### config.mk
export PLATFORM = sky130hd
export DESIGN_NAME = load_store_unit
export DESIGN_NICKNAME = d
export VERILOG_FILES = /design/src/rtl/riscv_mini_pkg.sv /design/src/rtl/load_store_unit_load_align.sv /design/src/rtl/load_store_unit.sv
export SDC_FILE = /design/constraint.sdc
export NUM_CORES = 1
export LEC_CHECK = 0
export CORE_MARGIN = 2
export CORE_UTILIZATION = 44
export CTS_CLUSTER_SIZE = 30
export DETAILED_ROUTE_END_ITERATION = 10
export HOLD_SLACK_MARGIN = 0.1
export PLACE_DENSITY = 0.88
export SYNTH_ARGS = -nofsm -noshare
export SYNTH_HDL_FRONTEND = slang
export SYNTH_SLANG_ARGS = --single-unit
### constraint.sdc
create_clock -name clk_i -period 2.08 [get_ports clk_i]
set_input_delay 0.416 -clock clk_i [delete_from_list [all_inputs] [get_ports clk_i]]
set_output_delay 0.416 -clock clk_i [all_outputs]
set_load 0.01 [all_outputs]
### src/rtl/riscv_mini_pkg.sv
// Shared types and constants for the load/store unit.
//   mem_size_e  : access size as stored inside the unit (reserved size folds to word)
//   lsu_state_e : load/store FSM states, also exported on the debug port
//   L_OP / S_OP : value of the latched write-enable for loads and stores
//   decode_size : maps the raw 2-bit size field onto mem_size_e
package riscv_mini_pkg;

    typedef enum logic [1:0] {
        MEM_B = 2'b00,
        MEM_H = 2'b01,
        MEM_W = 2'b10
    } mem_size_e;

    typedef enum logic [1:0] {
        IDLE = 2'b00,
        REQ  = 2'b01,
        WAIT = 2'b10,
        DONE = 2'b11
    } lsu_state_e;

    localparam logic L_OP = 1'b0;
    localparam logic S_OP = 1'b1;

    // Size encoding 2'b11 is reserved and behaves exactly like a word access.
    function automatic mem_size_e decode_size(input logic [1:0] size);
        mem_size_e result;
        case (size)
            2'b00:   result = MEM_B;
            2'b01:   result = MEM_H;
            default: result = MEM_W;
        endcase
        return result;
    endfunction

endpackage

### src/rtl/load_store_unit_load_align.sv
// load_align: combinational load-data alignment.
// Shifts the bus word right so the addressed byte/half lands in bit 0, then
// sign- or zero-extends from bit 7 (byte) or bit 15 (half). Words pass through.
// Ports:
//   rdata       in  XLEN  raw word from the data bus
//   offset      in  2     byte offset within the word (addr[1:0])
//   size        in  enum  access size
//   is_unsigned in  1     1 = zero-extend, 0 = sign-extend
//   result      out XLEN  aligned, extended value
module load_align
    import riscv_mini_pkg::*;
#(
    parameter int XLEN = 32
) (
    input  logic [XLEN-1:0] rdata,
    input  logic [1:0]      offset,
    input  mem_size_e       size,
    input  logic            is_unsigned,
    output logic [XLEN-1:0] result
);

    logic [XLEN-1:0] shifted;
    logic            sign;

    always_comb begin
        shifted = rdata >> {offset, 3'b000};
        sign    = 1'b0;
        result  = shifted;
        case (size)
            MEM_B: begin
                sign   = ~is_unsigned & shifted[7];
                result = {{(XLEN-8){sign}}, shifted[7:0]};
            end
            MEM_H: begin
                sign   = ~is_unsigned & shifted[15];
                result = {{(XLEN-16){sign}}, shifted[15:0]};
            end
            default: result = shifted;
        endcase
    end

endmodule

### src/rtl/load_store_unit.sv
// load_store_unit: memory stage running one load or store per instruction.
// Ports:
//   clk_i, rst_i                 clock, synchronous active-high reset
//   mem_read_i, mem_write_i      request from control (write wins if both)
//   size_i, unsigned_i           access size and load extension mode
//   addr_i, wdata_i              byte address, right-justified store data
//   stall_o                      hold upstream while an access is in flight
//   rdata_o, rdata_valid_o       load result and its one-cycle valid pulse
//   misalign_o, bus_err_o        one-cycle error pulses
//   dmem_*                       data-memory bus (req/gnt/rvalid)
//   state_dbg_o                  current FSM state, for observation only
//
// Bus handshake: dmem_req_o rises on entering REQ and stays high, with
// address/we/be/wdata stable, until the cycle dmem_gnt_i is sampled high.
// For loads the data arrives later as a single-cycle dmem_rvalid_i pulse in
// WAIT. gnt and rvalid seen in any other state are ignored.
//
// TIMEOUT bounds the number of cycles spent in REQ+WAIT; it must be 2..255
// because the counter is 8 bits wide.
module load_store_unit
    import riscv_mini_pkg::*;
#(
    parameter int XLEN    = 32,
    parameter int TIMEOUT = 64
) (
    input  logic            clk_i,
    input  logic            rst_i,
    input  logic            mem_read_i,
    input  logic            mem_write_i,
    input  logic [1:0]      size_i,
    input  logic            unsigned_i,
    input  logic [XLEN-1:0] addr_i,
    input  logic [XLEN-1:0] wdata_i,
    output logic            stall_o,
    output logic [XLEN-1:0] rdata_o,
    output logic            rdata_valid_o,
    output logic            misalign_o,
    output logic            bus_err_o,
    output logic            dmem_req_o,
    output logic            dmem_we_o,
    output logic [XLEN-1:0] dmem_addr_o,
    output logic [3:0]      dmem_be_o,
    output logic [XLEN-1:0] dmem_wdata_o,
    input  logic            dmem_gnt_i,
    input  logic            dmem_rvalid_i,
    input  logic [XLEN-1:0] dmem_rdata_i,
    output lsu_state_e      state_dbg_o
);

    lsu_state_e      state;
    logic [7:0]      cnt;
    logic [XLEN-1:0] addr_q;
    logic            we_q;
    logic [3:0]      be_q;
    logic [XLEN-1:0] wdata_q;
    mem_size_e       size_q;
    logic            uns_q;
    logic            req_q;
    logic [XLEN-1:0] rdata_q;
    logic            rdata_valid_q;
    logic            bus_err_q;

    logic            request;
    mem_size_e       size_n;
    logic            misaligned;
    logic            start;
    logic [3:0]      be_n;
    logic [XLEN-1:0] wdata_n;
    logic [XLEN-1:0] load_result;
    logic            timeout_hit;

    // Decode of the upstream request; only meaningful while IDLE.
    always_comb begin
        request = mem_read_i | mem_write_i;
        size_n  = decode_size(size_i);
        misaligned = 1'b0;
        be_n       = 4'b1111;
        wdata_n    = wdata_i;
        case (size_n)
            MEM_B: begin
                be_n    = 4'b0001 << addr_i[1:0];
                wdata_n = {(XLEN/8){wdata_i[7:0]}};
            end
            MEM_H: begin
                misaligned = addr_i[0];
                be_n       = 4'b0011 << {addr_i[1], 1'b0};
                wdata_n    = {(XLEN/16){wdata_i[15:0]}};
            end
            default: begin
                misaligned = (addr_i[1:0] != 2'b00);
            end
        endcase
        start = (state == IDLE) & request & ~misaligned;
    end

    // The counter holds the number of REQ/WAIT cycles already completed, so
    // the cycle in which it equals TIMEOUT-1 is the last one allowed.
    assign timeout_hit = (cnt == 8'(TIMEOUT - 1));

    load_align #(
        .XLEN(XLEN)
    ) u_load_align (
        .rdata      (dmem_rdata_i),
        .offset     (addr_q[1:0]),
        .size       (size_q),
        .is_unsigned(uns_q),
        .result     (load_result)
    );

    always_ff @(posedge clk_i) begin
        if (rst_i) begin
            state         <= IDLE;
            cnt           <= 8'd0;
            addr_q        <= '0;
            we_q          <= L_OP;
            be_q          <= 4'b0000;
            wdata_q       <= '0;
            size_q        <= MEM_B;
            uns_q         <= 1'b0;
            req_q         <= 1'b0;
            rdata_q       <= '0;
            rdata_valid_q <= 1'b0;
            bus_err_q     <= 1'b0;
        end else begin
            // Result/error flags are single-cycle pulses aligned with DONE.
            rdata_valid_q <= 1'b0;
            bus_err_q     <= 1'b0;
            case (state)
                IDLE: begin
                    if (start) begin
                        addr_q  <= addr_i;
                        we_q    <= mem_write_i ? S_OP : L_OP;
                        be_q    <= be_n;
                        wdata_q <= wdata_n;
                        size_q  <= size_n;
                        uns_q   <= unsigned_i;
                        cnt     <= 8'd0;
                        req_q   <= 1'b1;
                        state   <= REQ;
                    end
                end
                REQ: begin
                    cnt <= cnt + 8'd1;
                    if (dmem_gnt_i) begin
                        req_q <= 1'b0;
                        state <= (we_q == S_OP) ? DONE : WAIT;
                    end else if (timeout_hit) begin
                        req_q     <= 1'b0;
                        rdata_q   <= '0;
                        bus_err_q <= 1'b1;
                        state     <= DONE;
                    end
                end
                WAIT: begin
                    cnt <= cnt + 8'd1;
                    if (dmem_rvalid_i) begin
                        rdata_q       <= load_result;
                        rdata_valid_q <= 1'b1;
                        state         <= DONE;
                    end else if (timeout_hit) begin
                        rdata_q   <= '0;
                        bus_err_q <= 1'b1;
                        state     <= DONE;
                    end
                end
                DONE: begin
                    state <= IDLE;
                end
                default: state <= IDLE;
            endcase
        end
    end

    // stall rises in the accepting IDLE cycle so upstream holds its operands,
    // and drops in DONE so the pipeline advances as the result is presented.
    assign stall_o       = start | (state == REQ) | (state == WAIT);
    assign misalign_o    = (state == IDLE) & request & misaligned;
    assign rdata_o       = rdata_q;
    assign rdata_valid_o = rdata_valid_q;
    assign bus_err_o     = bus_err_q;
    assign dmem_req_o    = req_q;
    assign dmem_we_o     = we_q;
    assign dmem_addr_o   = {addr_q[XLEN-1:2], 2'b00};
    assign dmem_be_o     = be_q;
    assign dmem_wdata_o  = wdata_q;
    assign state_dbg_o   = state;

endmodule

==> run summary, run 1 <==
TritonCTS clock tree -> yes
Initial DRC Count -> 366
WHS -> 0.451 ns
Hold Crit Class -> reg2reg
Die Area -> 0.0133 mm²
RSZ-0062 raised after global routing -> no
DRC Markers -> 0
Core ar. -> 0.0121 mm²
Endpoint type of the worst setup path -> output port
Syn Area/Cell -> 8.62 µm²
Critical Path Fanout Max -> 4
Layout Utilization -> 68.8%
First-pass GRT wire length -> 25.8 mm
PwrDens -> 883 mW/mm²
Number of port buffers -> 210
WHS Path Cells -> 2
Clock transition at the registers of the reported paths -> 0.05 ns
Final HPWL DP -> 11.4 mm
Post-synth EDFFs -> 0
Post-DRT Antenna Nets -> 0
Worst Tran Pin Value -> 0.617 ns
Setup Skew -> 0.00723 ns
Outcome -> completed
Per-cell routed wire length -> 16.4 µm
Min cycle time layout -> 1.98 ns
Max-cap violations -> 0
Diode count -> 0
Initial antenna violation count -> 0
H-tree depth -> 4
Dominant synthesized flop cell -> dfxtp_1
Power, Total -> 7.32 mW
YS warnings -> 0
Met3 wire length -> 1.33 mm
Vias in the first global route -> 5,338
Leak pwr -> 3.15 nW
Sequential-to-total area share from yosys stat -> 43.1%
Hold buffer count at CTS -> 0
Period utilization -> 95.0%
Final Hold Fails -> 0
Critical Path RT -> 1.66 ns
Number of synthesized register bits -> 117
Sink Count -> 117
Mapped Cells -> 631
CTS root buffer -> clkbuf_16
Startpoint Class -> flip-flop
Via-to-Cell Ratio -> 5.41
Final setup fails -> 0
Area occupied by multi-input gates -> 0.00263 mm²
Reg2Reg Setup Slack -> 0.14 ns
Fin. max-slew vios -> 0
Hold path endpoint -> dmem_wdata_o[26]$_SDFFE_PP0P_
Total iterations of the first detailed-routing run -> 5
Chip Width -> 115 µm
GRT overflow -> 0
Met1 WL -> 6.33 mm
Gr usage total -> 24.9%
Initial Util -> 45.1%
WP data arrival -> 1.56 ns
Storage element area -> 0.00234 mm²
Highest metal used -> met4
Vias -> 5,417
Worst slew margin -> 58.8%
Met2 Wirelength -> 8.03 mm
Pin count of the biggest net entering global routing -> 56
Reg-to-Reg End -> rdata_o[12]$_SDFFE_PP0P_
Ys async rst share -> 0%
Crit path kind -> reg2out
FP Rows -> 40
Hold path startpoint -> dmem_wdata_o[26]$_SDFFE_PP0P_
Fin nets -> 932
Post-Route WL -> 16.4 mm
Max rail drop VDD -> 0.609 mV
Layout area overhead -> 52.6%
GPL Wtd Cong -> 0.852
Fillers -> 912
Post-place setup slack -> -0.335 ns
Final worst slack -> 0.103 ns
Unique masters post-synth -> 59
Die Ht -> 115 µm
Worst r2r src -> addr_q[1]$_SDFFE_PP0P_
Top-Level Pins -> 213
F_max -> 506 MHz
Clock Latency Late Sink -> 0.42 ns
Max clock buf depth -> 2
Syn Std Cell Area -> 0.00544 mm²
Layout cells sized above 1 -> 10.3%
CTS Buf Count -> 17
R2R depth -> 5
routing by layer:
layer,track usage (%),vias up
li1,-,2607
met2,42.2,243
met4,14.7,0
met3,8.80,63
met1,26.8,2504
met5,0,-
cell families (layout without fill, tap and decap cells):
family	count (synthesis)	after routing	synth area share [%]
simple gates	208	208	17.1
compound gates	174	174	22.4
fa+ha+maj	6	6	1.38
buf+inv	89	291	8.86
mux	36	36	7.09
other cells	1	2	0.0690
flops	117	117	43.1
report_power, final:
part	switching, mW	internal [mW]
sequential	0.0956	2.42
clock	0.994	2.14
combinational	0.841	0.832
total	1.93	5.39
worst max-delay path, stage by stage (launching register included):
cell,delay [ns]
dfxtp_1,0.35
inv_2,0.10
ha_2,0.20
o21ai_1,0.09
a21oi_1,0.14
clkdlybuf4s15_1,0.26
per-stage QoR:
| stage | cell area (µm²) | instances | setup TNS, ns |
|---|---|---|---|
| final | 8300 | 1002 | 0 |
| after global routing | 8300 | 1002 | 0 |
| after CTS | 8280 | 1001 | 0 |
| after detailed placement | 7650 | 969 | -8.74 |
| after global placement | 7650 | 969 | -5.93 |
| after floorplan | 5440 | 632 | 0 |
how the worst max path moves through the flow:
stage,from,endpoint,slack [ns],cells after the start
floorplan,state_dbg_o[0]$_SDFFE_PP0P_,stall_o,0.13,6
global placement,dmem_rdata_i[23],rdata_o[29]$_SDFFE_PP0P_,-0.32,5
detailed placement,dmem_rdata_i[23],rdata_o[25]$_SDFFE_PP0P_,-0.34,5
CTS,state_dbg_o[1]$_SDFFE_PP0P_,stall_o,0.0007,6
global route,state_dbg_o[1]$_SDFFE_PP0P_,misalign_o,0.004,5
finish,state_dbg_o[1]$_SDFFE_PP0P_,misalign_o,0.10,5
area by class of cell:
type                            count  share of cell area (%)
Inverter                           11                   0.498
Multi-Input combinational cell    426                    31.7
Clock buffer                       22                    5.48
Clock inverter                     10                    2.14
Sequential cell                   117                    28.2
Tap cell                          168                    2.53
Timing Repair Buffer              248                    29.4
cells in the mapped netlist, types with 3 or more instances:
| library cell | n | area, µm² |
|---|---|---|
| a221o_1 | 6 | 60.1 |
| inv_1 | 10 | 37.5 |
| a311oi_1 | 12 | 105 |
| o2bb2ai_1 | 15 | 131 |
| ha_1 | 6 | 75.1 |
| nand3_1 | 10 | 50.1 |
| a211o_1 | 15 | 131 |
| nand2_1 | 127 | 477 |
| nor2b_1 | 9 | 56.3 |
| nor2_1 | 37 | 139 |
| a211oi_1 | 8 | 60.1 |
| o21ai_0 | 11 | 55.1 |
| o211ai_1 | 10 | 75.1 |
| dfxtp_1 | 117 | 2340 |
| mux2i_1 | 34 | 340 |
| or4_1 | 3 | 22.5 |
| buf_4 | 32 | 240 |
| o41ai_1 | 3 | 26.3 |
| clkbuf_1 | 32 | 120 |
| buf_2 | 10 | 50.1 |
| a32o_1 | 8 | 80.1 |
| a21oi_1 | 68 | 340 |
| a32oi_1 | 3 | 26.3 |
flip-flops by register name (all words and copies together), names as in the netlist:
name	cells
rdata_valid_o	1
uns_q	1
cnt	8
dmem_we_o	1
dmem_be_o	4
dmem_wdata_o	32
addr_q	32
bus_err_o	1
size_q	2
state_dbg_o	2
rdata_o	32
dmem_req_o	1
timing repair:
| action | CTS | global route |
|---|---|---|
| setup endpoints to repair | 4 | 18 |
| gates resized for setup | 6 | 3 |
| pin swaps | 0 | 1 |
| setup buffers | 0 | 1 |
| hold endpoints to repair | 0 | 0 |
placed cells by master, fill, tap and decap left out, types with 4 or more instances in the layout:
| cell type | instances |
|---|---|
| a221o_1 | 6 |
| inv_1 | 8 |
| clkinv_2 | 4 |
| o2bb2ai_1 | 15 |
| o21ai_0 | 10 |
| o211ai_1 | 10 |
| nand2_1 | 127 |
| bufinv_16 | 5 |
| dfxtp_1 | 117 |
| nor2_1 | 37 |
| nand3_1 | 9 |
| buf_12 | 5 |
| clkbuf_16 | 17 |
| ha_1 | 5 |
| mux2i_1 | 34 |
| clkdlybuf4s50_1 | 207 |
| nor2b_1 | 9 |
| a32o_1 | 8 |
| a311oi_1 | 12 |
| clkbuf_1 | 4 |
| a211oi_1 | 8 |
| buf_4 | 33 |
| a21oi_1 | 67 |
| a211o_1 | 15 |
Note: power is estimated with default switching activity, not from simulation.
==> run 2, diff against run 1 <==
CTS_BUF_LIST = sky130_fd_sc_hd__clkbuf_16   (was default)
==> run 2 against run 1 <==
Effect of this change:
- first-iteration DRC count is 2.7% higher
- critical path type unchanged
- via count down 0.48%
- cell count did not move
- clock-buffer cell count decreased by 5
- die area unchanged
- core utilization decreased by 0.083 points
- worst hold slack about the same
- combinational power is essentially flat
- clock power fell by 2%
- routed wire length is 0.68% lower
- fmax grew 0.16%
==> run summary, run 2 (same netlist as run 1, synthesis figures left out) <==
Initial Util -> 45.1%
GPL Wtd Cong -> 0.852
Die Area -> 0.0133 mm²
Sink Count -> 117
TritonCTS clock tree -> yes
RSZ-0062 raised after global routing -> no
CTS root buffer -> clkbuf_16
Startpoint Class -> flip-flop
Hold path startpoint -> addr_q[28]$_SDFFE_PP0P_
Critical Path RT -> 1.66 ns
Number of port buffers -> 210
WP data arrival -> 1.56 ns
Die Ht -> 115 µm
WHS Path Cells -> 2
Endpoint type of the worst setup path -> output port
Commonest non-fill, non-tap cells in the layout -> 207 x clkdlybuf4s50_1, 127 x nand2_1, 117 x dfxtp_1
F_max -> 507 MHz
Final Hold Fails -> 0
Commonest non-fill, non-tap cell in the layout -> clkdlybuf4s50_1
H-tree depth -> 4
Leak pwr -> 3.16 nW
Via-to-Cell Ratio -> 5.38
Gr usage total -> 24.8%
Worst Tran Pin Value -> 0.641 ns
Core ar. -> 0.0121 mm²
Final setup fails -> 0
Per-cell routed wire length -> 16.3 µm
Post-DRT Antenna Nets -> 0
Initial DRC Count -> 376
Period utilization -> 94.9%
Clock Latency Late Sink -> 0.41 ns
Reg-to-Reg End -> rdata_o[12]$_SDFFE_PP0P_
Max rail drop VDD -> 0.605 mV
Pin count of the biggest net entering global routing -> 56
Final TNS setup -> 0 ns
Vias in the first global route -> 5,338
Chip Width -> 115 µm
Final instance area -> 0.00829 mm²
Max clock buf depth -> 2
Top-Level Pins -> 213
Area occupied by multi-input gates -> 0.00263 mm²
Vias -> 5,391
DRC Markers -> 0
Post-DP Area -> 0.00765 mm²
Min cycle time layout -> 1.97 ns
Hold path endpoint -> addr_q[28]$_SDFFE_PP0P_
Outcome -> completed
Storage element area -> 0.00234 mm²
First-pass GRT wire length -> 25.8 mm
FP Rows -> 40
PwrDens -> 877 mW/mm²
Critical Path Fanout Max -> 4
Post-Route WL -> 16.3 mm
R2R depth -> 5
Worst r2r src -> addr_q[1]$_SDFFE_PP0P_
Final HPWL DP -> 11.4 mm
Max-cap violations -> 0
Setup Skew -> 0.00776 ns
CTS Buf Count -> 17
Reg2Reg Setup Slack -> 0.13 ns
Diode count -> 0
Total iterations of the first detailed-routing run -> 5
Hold Crit Class -> reg2reg
Initial antenna violation count -> 0
Fillers -> 917
Fin. max-slew vios -> 0
Clock transition at the registers of the reported paths -> 0.05 ns
GRT overflow -> 0
Worst slew margin -> 57.2%
Fin nets -> 932
Layout cells sized above 1 -> 10.2%
Layout area overhead -> 52.4%
Crit path kind -> reg2out
[run 2: through the flow]
stage | hold WS [ns] | setup slack (ns) | instances | power, mW | utilization [%]
global route | 0.464 | 0.00366 | 1002 | 7.59 | 68.7
finish | 0.451 | 0.107 | 1002 | 7.26 | 68.7
floorplan | 0.437 | 0.131 | 632 | 3.43 | -
CTS | 0.452 | 0.000374 | 1001 | 7.32 | 68.6
detailed placement | 0.446 | -0.335 | 969 | 4.21 | 63.4
global placement | 0.440 | -0.324 | 969 | 4.18 | 63.4
[run 2: per-layer routing]
metal  vias up  wire (µm)  part of all wire [%]  GRT usage, %
li1       2604          -                     -             -
met1      2502       6290                    39          26.7
met2       223       7930                    49          41.7
met3        62       1360                   8.3          8.86
met4         0        705                   4.3          14.9
met5         -          0                     0             0
[run 2: area by class of cell]
| type | count | area share, % |
|---|---|---|
| Multi-Input combinational cell | 426 | 31.7 |
| Timing Repair Buffer | 248 | 29.4 |
| Sequential cell | 117 | 28.3 |
| Clock buffer | 17 | 5.13 |
| Tap cell | 168 | 2.54 |
| Clock inverter | 15 | 2.37 |
| Inverter | 11 | 0.498 |
[run 2: how the worst max path moves through the flow]
| stage | from | end | slack, ns | depth (start not counted) |
|---|---|---|---|---|
| after floorplan | state_dbg_o[0]$_SDFFE_PP0P_ | stall_o | 0.13 | 6 |
| after global placement | dmem_rdata_i[23] | rdata_o[29]$_SDFFE_PP0P_ | -0.32 | 5 |
| after detailed placement | dmem_rdata_i[23] | rdata_o[25]$_SDFFE_PP0P_ | -0.34 | 5 |
| after CTS | state_dbg_o[1]$_SDFFE_PP0P_ | stall_o | 0.0004 | 6 |
| after global routing | state_dbg_o[1]$_SDFFE_PP0P_ | misalign_o | 0.004 | 5 |
| final | state_dbg_o[1]$_SDFFE_PP0P_ | misalign_o | 0.11 | 5 |
[run 2: where the power goes]
| group | switching, mW | internal, mW | total [mW] |
|---|---|---|---|
| clock network | 0.988 | 2.09 | 3.08 |
| registers | 0.0956 | 2.42 | 2.51 |
| logic | 0.841 | 0.832 | 1.67 |
[run 2: repair_timing]
| item | in CTS | in global routing |
|---|---|---|
| pin swaps | 0 | 1 |
| resized for setup | 6 | 3 |
| endpoints found under the setup margin | 3 | 18 |
| hold buffers | 0 | 0 |
| buffers inserted | 0 | 1 |
[run 2: worst max-delay path, cell delays in order, from the launching register on]
cell	delay (ns)
dfxtp_1	0.35
inv_2	0.10
ha_2	0.20
o21ai_1	0.09
a21oi_1	0.14
clkdlybuf4s15_1	0.26
